<file path="config.mk">
export PLATFORM = sky130hd
export DESIGN_NAME = mcu_spi_host_flat
export DESIGN_NICKNAME = d
export VERILOG_FILES = /design/src/rtl/mcu_spi_host_if.sv /design/src/rtl/mcu_spi_host.sv /design/src/flat_wrapper.sv
export SDC_FILE = /design/constraint.sdc
export NUM_CORES = 1
export LEC_CHECK = 0
export ABC_CLOCK_PERIOD_IN_PS = 3800
export BUFFER_PORTS_ARGS = -buffer_cell sky130_fd_sc_hd__buf_4
export CAP_MARGIN = 20
export CELL_PAD_IN_SITES_DETAIL_PLACEMENT = 1
export CELL_PAD_IN_SITES_GLOBAL_PLACEMENT = 1
export CORE_ASPECT_RATIO = 0.75
export CORE_MARGIN = 3
export CORE_UTILIZATION = 46
export CTS_CLUSTER_SIZE = 20
export DETAILED_ROUTE_END_ITERATION = 16
export GPL_TIMING_DRIVEN = 0
export PLACE_DENSITY_LB_ADDON = 0.25
export SKIP_CTS_REPAIR_TIMING = 1
export SLEW_MARGIN = 10
export SYNTH_ARGS = -nofsm -noshare
export SYNTH_HDL_FRONTEND = slang
export SYNTH_SLANG_ARGS = --single-unit
</file>
<file path="constraint.sdc">
create_clock -name clk -period 3.8 [get_ports clk]
set_input_delay 0.19 -clock clk [delete_from_list [all_inputs] [get_ports clk]]
set_output_delay 0.19 -clock clk [all_outputs]
set_load 0.01 [all_outputs]
</file>
<file path="src/rtl/mcu_spi_host_if.sv">
// mcu_spi_host_if
//   Requester-side bundle of mcu_spi_host: byte stream in, byte stream out,
//   abort and busy status.
//
//   Handshake: a byte moves from requester to host on every rising clk edge
//   where tx_valid and tx_ready are both 1. The requester keeps tx_data and
//   tx_last stable while tx_valid=1 and tx_ready=0. rx_valid is a
//   single-cycle pulse with no ready; the requester must take rx_data then.
//
//   Modports:
//     master - the requester (drives tx_valid/tx_data/tx_last/abort)
//     slave  - the SPI host (drives tx_ready/rx_valid/rx_data/busy)
interface mcu_spi_host_if;
  logic       tx_valid;
  logic       tx_ready;
  logic [7:0] tx_data;
  logic       tx_last;
  logic       abort;
  logic       rx_valid;
  logic [7:0] rx_data;
  logic       busy;

  modport master (
    output tx_valid, tx_data, tx_last, abort,
    input  tx_ready, rx_valid, rx_data, busy
  );

  modport slave (
    input  tx_valid, tx_data, tx_last, abort,
    output tx_ready, rx_valid, rx_data, busy
  );
endinterface

</file>
<file path="src/rtl/mcu_spi_host.sv">
// mcu_spi_host
//   SPI mode-0 initiator for the MCU control link. Full duplex, MSB first:
//   sclk idles low, mosi changes on sclk fall, miso is sampled on sclk rise.
//   One byte is returned on rx for each byte sent.
//
//   Parameters:
//     CLK_DIV   sclk half-period in clk cycles (>= 1)
//   Build option:
//     MCU_SPI_HOST_INTN_EN  when defined, spi_intn is synchronized and drives
//                           irq / irq_fall; otherwise both are tied to 0.
//   Ports:
//     clk, reset_n         clock (clk32 domain), async active-low reset
//     req (slave modport)  tx_valid/tx_ready/tx_data/tx_last, abort,
//                          rx_valid/rx_data, busy
//     irq, irq_fall        interrupt level and falling-edge pulse
//     spi_sclk, spi_csn, spi_mosi, spi_miso, spi_intn   target pins
//     dbg_state            current FSM state encoding
module mcu_spi_host #(
  parameter int CLK_DIV = 2
) (
  input  logic           clk,
  input  logic           reset_n,
  mcu_spi_host_if.slave  req,
  output logic           irq,
  output logic           irq_fall,
  output logic           spi_sclk,
  output logic           spi_csn,
  output logic           spi_mosi,
  input  logic           spi_miso,
  input  logic           spi_intn,
  output logic [2:0]     dbg_state
);

  typedef enum logic [2:0] {
    IDLE   = 3'd0,
    SHIFT  = 3'd1,
    HOLD   = 3'd2,
    CS_END = 3'd3,
    GAP    = 3'd4
  } state_t;

  localparam int               CNT_W    = $clog2(CLK_DIV + 1);
  localparam logic [CNT_W-1:0] CNT_LAST = CNT_W'(CLK_DIV - 1);

  state_t           state;
  logic [CNT_W-1:0] cnt;
  logic [2:0]       bit_idx;
  logic [7:0]       tx_sh;
  logic [7:0]       rx_sh;
  logic             last_q;
  logic             tx_ready_q;
  logic             rx_valid_q;
  logic [7:0]       rx_data_q;
  logic             sclk_q;
  logic             csn_q;
  logic             mosi_q;

  logic accept;
  logic cnt_done;
  logic abort_hit;

  // tx_ready_q is only ever 1 in IDLE or HOLD, so this is a legal accept.
  assign accept    = req.tx_valid & tx_ready_q;
  assign cnt_done  = (cnt == CNT_LAST);
  assign abort_hit = req.abort &
                     ((state == SHIFT) | (state == HOLD) | (state == CS_END));

  always_ff @(posedge clk or negedge reset_n) begin
    if (!reset_n) begin
      state      <= IDLE;
      cnt        <= '0;
      bit_idx    <= 3'd0;
      tx_sh      <= 8'h00;
      rx_sh      <= 8'h00;
      last_q     <= 1'b0;
      tx_ready_q <= 1'b0;
      rx_valid_q <= 1'b0;
      rx_data_q  <= 8'h00;
      sclk_q     <= 1'b0;
      csn_q      <= 1'b1;
      mosi_q     <= 1'b0;
    end else begin
      rx_valid_q <= 1'b0;
      if (abort_hit) begin
        // Abort wins over a same-cycle accept in HOLD; partial byte is dropped.
        state      <= GAP;
        cnt        <= '0;
        csn_q      <= 1'b1;
        sclk_q     <= 1'b0;
        mosi_q     <= 1'b0;
        tx_ready_q <= 1'b0;
      end else begin
        case (state)
          IDLE, HOLD: begin
            sclk_q <= 1'b0;
            if (accept) begin
              // First bit goes out immediately; csn falls here on a new frame.
              state      <= SHIFT;
              cnt        <= '0;
              bit_idx    <= 3'd0;
              tx_sh      <= req.tx_data;
              mosi_q     <= req.tx_data[7];
              last_q     <= req.tx_last;
              csn_q      <= 1'b0;
              tx_ready_q <= 1'b0;
            end else begin
              tx_ready_q <= 1'b1;
            end
          end
          SHIFT: begin
            if (cnt_done) begin
              cnt <= '0;
              if (!sclk_q) begin
                sclk_q <= 1'b1;
                rx_sh  <= {rx_sh[6:0], spi_miso};
              end else begin
                sclk_q <= 1'b0;
                if (bit_idx == 3'd7) begin
                  // mosi keeps bit0 after the last fall.
                  rx_valid_q <= 1'b1;
                  rx_data_q  <= rx_sh;
                  if (last_q) begin
                    state <= CS_END;
                  end else begin
                    state      <= HOLD;
                    tx_ready_q <= 1'b1;
                  end
                end else begin
                  bit_idx <= bit_idx + 3'd1;
                  mosi_q  <= tx_sh[6];
                  tx_sh   <= {tx_sh[6:0], 1'b0};
                end
              end
            end else begin
              cnt <= cnt + CNT_W'(1);
            end
          end
          CS_END: begin
            if (cnt_done) begin
              cnt    <= '0;
              csn_q  <= 1'b1;
              mosi_q <= 1'b0;
              state  <= GAP;
            end else begin
              cnt <= cnt + CNT_W'(1);
            end
          end
          GAP: begin
            if (cnt_done) begin
              cnt        <= '0;
              state      <= IDLE;
              tx_ready_q <= 1'b1;
            end else begin
              cnt <= cnt + CNT_W'(1);
            end
          end
          default: begin
            state      <= IDLE;
            cnt        <= '0;
            csn_q      <= 1'b1;
            sclk_q     <= 1'b0;
            tx_ready_q <= 1'b0;
          end
        endcase
      end
    end
  end

  assign req.tx_ready = tx_ready_q;
  assign req.rx_valid = rx_valid_q;
  assign req.rx_data  = rx_data_q;
  assign req.busy     = ~csn_q | (state == GAP);
  assign spi_sclk     = sclk_q;
  assign spi_csn      = csn_q;
  assign spi_mosi     = mosi_q;
  assign dbg_state    = state;

`ifdef MCU_SPI_HOST_INTN_EN
  // Two-flop synchronizer plus one delay flop for edge detection; all reset
  // to 1 so no interrupt is reported coming out of reset.
  logic intn_s1;
  logic intn_s2;
  logic intn_s3;
  logic irq_fall_q;

  always_ff @(posedge clk or negedge reset_n) begin
    if (!reset_n) begin
      intn_s1    <= 1'b1;
      intn_s2    <= 1'b1;
      intn_s3    <= 1'b1;
      irq_fall_q <= 1'b0;
    end else begin
      intn_s1    <= spi_intn;
      intn_s2    <= intn_s1;
      intn_s3    <= intn_s2;
      irq_fall_q <= intn_s3 & ~intn_s2;
    end
  end

  assign irq      = ~intn_s2;
  assign irq_fall = irq_fall_q;
`else
  logic unused_intn;
  assign unused_intn = spi_intn;
  assign irq         = 1'b0;
  assign irq_fall    = 1'b0;
`endif

endmodule

</file>
<file path="src/flat_wrapper.sv">
// flat-port wrapper written by rule: the top's interface ports become plain ports
module mcu_spi_host_flat 
#(
  parameter int CLK_DIV = 2
)
  (clk, reset_n, irq, irq_fall, spi_sclk, spi_csn, spi_mosi, spi_miso, spi_intn, dbg_state, req_tx_valid, req_tx_data, req_tx_last, req_abort, req_tx_ready, req_rx_valid, req_rx_data, req_busy);
  mcu_spi_host_if req_i ();
  input  logic clk;
  input  logic reset_n;
  output logic irq;
  output logic irq_fall;
  output logic spi_sclk;
  output logic spi_csn;
  output logic spi_mosi;
  input  logic spi_miso;
  input  logic spi_intn;
  output logic [2:0] dbg_state;
  input wire logic [$bits(req_i.tx_valid)-1:0] req_tx_valid;
  input wire logic [$bits(req_i.tx_data)-1:0] req_tx_data;
  input wire logic [$bits(req_i.tx_last)-1:0] req_tx_last;
  input wire logic [$bits(req_i.abort)-1:0] req_abort;
  output wire logic [$bits(req_i.tx_ready)-1:0] req_tx_ready;
  output wire logic [$bits(req_i.rx_valid)-1:0] req_rx_valid;
  output wire logic [$bits(req_i.rx_data)-1:0] req_rx_data;
  output wire logic [$bits(req_i.busy)-1:0] req_busy;
  assign req_i.tx_valid = req_tx_valid;
  assign req_i.tx_data = req_tx_data;
  assign req_i.tx_last = req_tx_last;
  assign req_i.abort = req_abort;
  assign req_tx_ready = req_i.tx_ready;
  assign req_rx_valid = req_i.rx_valid;
  assign req_rx_data = req_i.rx_data;
  assign req_busy = req_i.busy;
  mcu_spi_host #(.CLK_DIV(CLK_DIV)) u_core (.clk(clk), .reset_n(reset_n), .req(req_i), .irq(irq), .irq_fall(irq_fall), .spi_sclk(spi_sclk), .spi_csn(spi_csn), .spi_mosi(spi_mosi), .spi_miso(spi_miso), .spi_intn(spi_intn), .dbg_state(dbg_state));
endmodule
</file>
# [After elaboration in Yosys (flattened, before gate mapping)]
# Cells that the tools add are included.
[classes] addsub=2 n_eq_ne=21 mux=50 n_bitwise=8 reduce_logical=16
[ops] operator="two-way mux 3 bit" n=11
[ops] operator="two-way mux 7 bit" n=4
[ops] operator="two-way mux 1 bit" n=24
[ops] operator="AND reduction 6 bit" n=4
[ops] operator="inequality test 3 x 1 -> 1 bit (second input constant)" n=5
[ops] operator="one-hot mux 7 bit (2 select lines)" n=1
[ops] operator="inequality test 2 x 1 -> 1 bit (second input constant)" n=6
[ops] operator="one-hot mux 3 bit (4 select lines)" n=1
[ops] operator="equality test 3 x 2 -> 1 bit (second input constant)" n=2
[ops] operator="equality test 3 bit (second input constant)" n=2
[ops] operator="two-way mux 2 bit" n=3
[ops] operator="inequality test 3 x 2 -> 1 bit (second input constant)" n=2
[ops] operator="one-hot mux 1 bit (3 select lines)" n=2
[ops] operator="one-hot mux 3 bit (2 select lines)" n=1
[ops] operator="AND reduction 3 bit" n=2
[ops] operator="OR reduction 2 bit" n=3
[ops] operator="AND reduction 5 bit" n=1
[ops] operator="one-hot mux 1 bit (4 select lines)" n=1
[ops] operator="one-hot mux 2 bit (2 select lines)" n=1
[ops] operator="AND reduction 4 bit" n=1
[ops] operator="nonzero test 4 bit" n=1
[ops] operator="adder 3 x 1 -> 3 bit (second input constant)" n=1
[ops] operator="equality test 3 x 1 -> 1 bit (second input constant)" n=1
[ops] operator="zero test 3 bit" n=1
[ops] operator="11 further kinds" n=16
[totals] register_bits=37 input_bits=15

# [Longest topological paths before layout]
[logic_depth] word_depth=6 ltp_mapped=6

# [Worst setup path after synthesis]
# No wires, ideal clock.
[synth_path] kind="register -> register" startpoint="register u_core.state[2] (netlist: u_core.dbg_state[2])" endpoint="register u_core.bit_idx[0]" setup_time_ns=0.125 arrival_time_ns=1.590 required_ns=3.675 slack_ns=2.085 path_stages_with_launch=6 period_less_slack_ns=1.715 path_cell_list="dfrtp_1 buf_6 nor3b_4 and3_2 o32ai_4 mux2_2"
[synth_via] elab_chain_len=6
[synth_lines] item="start, declared" line="mcu_spi_host.sv:45" text="state_t state;"
[synth_lines] item="start signal, assigned" line="mcu_spi_host.sv:70" text="state <= IDLE;"
[synth_lines] item="start signal, assigned" line="mcu_spi_host.sv:86" text="state <= GAP;"
[synth_lines] item="start signal, assigned" line="mcu_spi_host.sv:98" text="state <= SHIFT;"
[synth_lines] item="equality test 3 x 1 -> 1 bit or equality test 3 x 2 -> 1 bit (tied branches)" line="mcu_spi_host.sv:66, mcu_spi_host.sv:93"
[synth_lines] item="OR 1 bit (2 in series)" line="mcu_spi_host.sv:66" text="((state == SHIFT) | (state == HOLD) | (state == CS_END));"
[synth_lines] item="AND 1 bit" line="mcu_spi_host.sv:65" text="assign abort_hit = req.abort &"
[synth_lines] item="inverter 1 bit (no line)"
[synth_lines] item="AND reduction 6 bit (no line)"
[synth_lines] item="end signal, assigned" line="mcu_spi_host.sv:129" text="bit_idx <= bit_idx + 3'd1;"
[synth_lines] item="end, declared" line="mcu_spi_host.sv:47" text="logic [2:0] bit_idx;"
# Parallel ways exist; a longest one is shown, timed or not.
# A chain may end at the register's enable or synchronous reset.

# [Final worst setup path]
[layout_path] startpoint="register u_core.state[1] (netlist: u_core.dbg_state[1])" endpoint="register u_core.rx_data_q[1] (netlist: u_core.req.rx_data[1])"
[layout_via] elab_chain_len=6
[layout_lines] item="equality test 3 x 1 -> 1 bit or equality test 3 x 2 -> 1 bit (tied branches)" line="mcu_spi_host.sv:66, mcu_spi_host.sv:93"
[layout_lines] item="OR 1 bit (2 in series)" line="mcu_spi_host.sv:66"
[layout_lines] item="AND 1 bit" line="mcu_spi_host.sv:65"
[layout_lines] item="inverter 1 bit (no line)"
[layout_lines] item="AND reduction 5 bit (no line) (*)"
[layout_lines] item="end signal, assigned" line="mcu_spi_host.sv:121" text="rx_data_q <= rx_sh;"
[layout_lines] item="end, declared" line="mcu_spi_host.sv:53" text="logic [7:0] rx_data_q;"
# Every way passes the cells marked *; elsewhere a longest branch is shown, timed or not.

==> summary.txt <==
Hold Path Depth = 2
Top cells by area, synth = dfrtp_1 (50%), mux2_2 (19%), a21oi_1 (2.5%)
Area growth from synthesis to layout = 22.3%
Ant. Diodes = 0
WS Path Type = reg2reg
Max Clock Skew = 0.00291 ns
Clk pwr share = 19.8%
# rows = 18
Yosys warns = 0
Vias per cell = 5.54
Final core utilization = 62.4%
Unrepaired setup endpoints after global routing = no
H-tree depth = 2
Measured slew at the worst slew-check pin = 0.784 ns
Starting Density = 51.0%
Die W = 78.1 um
Synth unique cells = 39
Num ports = 34
Critical path's top delay family = simple AND/OR/NAND/NOR gates
First DRT Iteration DRCs = 101
Worst EP arrival = 2.13 ns
Wire length of the first global-routing pass = 7270 um
Pint = 0.000992 W
DRT Wirelength = 4180 um
CP endpoint kind = register
CP required = 3.98 ns
Post-Syn Area = 1790 um2
# DRC = 0
Synth Area per Inst = 11.9 um2
Slowest-stage cell, CP = nor2_2
Worst Setup Start Kind = register
Outcome = completed
Vias = 1,323
Vias in the first global route = 1,487
Clock Pin Slew Worst Setup and Hold Paths = 0.07 ns
Largest net degree at the start of global routing = 38
Critical-path maximum fanout = 10
Final Hold Viols = 0
Sequential Power Share = 39.4%
GP Congestion = 0.809
CTS tree = done
Biggest area consumer among synthesized cells = dfrtp_1
Crit path buffers/inverters = 1
Synth cell count leaders = dfrtp_1 (36), mux2_2 (31), a21oi_1 (9)
Worst-path cell chain = buf_2 > nor2_1 > nand3_1 > nor2_2 > mux2_2
Core Area = 3510 um2
Detailed Place HPWL = 3000 um
Die area = 4690 um2
Cells after Synth = 150
Post-synthesis sequential area ratio = 51.7%
CTS Sinks = 37
Accumulated negative setup slack = 0 ns
Synth Register Bits = 37
Worst R2R Path Depth = 5
Die Ht = 60.1 um
Overflow after GRT = 0
Layout cells sized above 1 = 43.9%
Critical R2R Launch = u_core.dbg_state[1]
P_leak = 1.07 nW
Logic pwr share = 40.8%
Asr flop ratio synth = 100%
Clock latency on the worst-skew pair = 0.29 ns
EDFF count, synth = 0
VDD IR max = 414 uV
Root buf cell = clkbuf_8
WHS Endpoint = u_core.tx_sh[0]
Max capacitance violation total = 0
HP Start = req_tx_data[0]
Worst hold margin = 0.126 ns
Fin. max-slew vios = 0
Top-count cell post-synth = dfrtp_1
Max clock buf depth = 2
Nets = 205
DR WL/cell = 17.5 um
Fillers = 390
Total Power = 0.00156 W
Antenna violation net count after detailed routing = 0
Part of the cycle the worst path needs = 51.4%
Tot GR Track Use = 21.0%
Max stage delay on crit path = 0.47 ns
Power Density = 713 nW/um2
Initial antenna violation count = 0
Fin crit period = 1.95 ns
Max Clk Rate = 512 MHz
Net Sw Frac = 36.4%
HP Class = in2reg
Prevailing post-synth register cell = dfrtp_1
# setup viols final = 0
Reg2Reg Setup Slack = 1.85 ns
First-pass DRT Iterations = 4
CTS buffer count = 5
Top-area cell type share of the netlist area = 50.3%
IO Port Bufs = 29
Reg2Reg Capture Point = u_core.req.rx_data[1]
Headroom to the max-slew limit = 47.6%
Net Sw Power = 0.000569 W
[registers in the layout, summed over array words and instances (netlist names)]
signal / flops
u_core.last_q: 1
u_core.req.rx_data: 8
u_core.cnt: 2
u_core.rx_sh: 8
u_core.bit_idx: 3
u_core.spi_sclk: 1
u_core.req.rx_valid: 1
u_core.tx_sh: 7
u_core.dbg_state: 3
u_core.spi_csn: 1
u_core.spi_mosi: 1
u_core.req.tx_ready: 1
[routing by layer]
layer	share of wire [%]	track usage, %	up-vias
li1	-	-	609
met1	44	25.1	661
met2	48	36.0	49
met3	6.6	6.63	4
met4	1.2	7.98	0
met5	0	0	-
[placed cells by master (no fill, tap or decap), drive strengths merged, types with 2 or more instances in the layout]
cell    count
a21oi       9
and3        2
buf        36
clkbuf      7
conb        2
dfrtp      36
ha          2
inv         6
mux2       31
mux2i       2
nand2       8
nand2b      3
nand3       3
nor2       10
nor2b       2
nor3b       2
o21ai       8
or3b        2
[cell families (layout without fill, tap and decap cells)]
family                     Yosys count  count (layout)  synth area share [%]
AOI/OAI and AO/OA                   30              30                  11.5
adders and majority gates            2               2                  1.40
buffers and inverters               12              50                  3.63
DFF                                 37              37                  51.7
muxes                               33              33                  20.6
other                                1               2                 0.209
and+or+nand+nor                     35              35                  10.9
[power by group through the flow]
stage                     Sequential [W]  Clock, W  Combinational [W]
after CTS                       0.000612  0.000317           0.000639
after global placement          0.000607         0           0.000602
after detailed placement        0.000618         0           0.000628
after global routing            0.000634  0.000336           0.000708
after floorplan                 0.000602         0           0.000437
final                           0.000615  0.000309           0.000637
[area by class of cell]
| type | count | area [um2] | share of cell area [%] |
|---|---|---|---|
| flip-flops and latches | 37 | 927 | 42.3 |
| multi-input cells | 102 | 803 | 36.7 |
| repair buffers | 30 | 228 | 10.4 |
| clock buffers | 7 | 96.3 | 4.40 |
| well taps | 50 | 62.6 | 2.86 |
| plain buffers | 7 | 46.3 | 2.11 |
| inverters | 5 | 18.8 | 0.857 |
| clock inverters | 1 | 8.76 | 0.400 |
[worst register-to-register path: stages (launching register included)]
cell     delay (ns)
dfrtp_1        0.45
buf_2          0.22
nor2_1         0.13
nand3_1        0.18
nor2_2         0.47
mux2_2         0.40
[metrics by stage]
stage          cell area [um2]  cells  setup WS (ns)
2_1_floorplan             1800    151           2.09
3_3_place_gp              2080    230           1.95
3_5_place_dp              2080    230           1.86
4_1_cts                   2180    238           1.86
5_1_grt                   2190    239           1.69
6_report                  2190    239           1.85
[worst max path at each step]
stage | from | endpoint | slack, ns | cells past startpoint
after global placement | u_core.dbg_state[1] | u_core.req.rx_data[0] | 1.95 | 5
after CTS | u_core.dbg_state[1] | u_core.req.rx_data[7] | 1.86 | 5
after detailed placement | u_core.dbg_state[1] | u_core.req.rx_data[3] | 1.86 | 5
final | u_core.dbg_state[1] | u_core.req.rx_data[1] | 1.85 | 5
after global routing | u_core.dbg_state[1] | u_core.req.rx_data[7] | 1.69 | 5
after floorplan | u_core.dbg_state[2] | u_core.bit_idx[0] | 2.09 | 5
(Power assumes the default switching activity.)
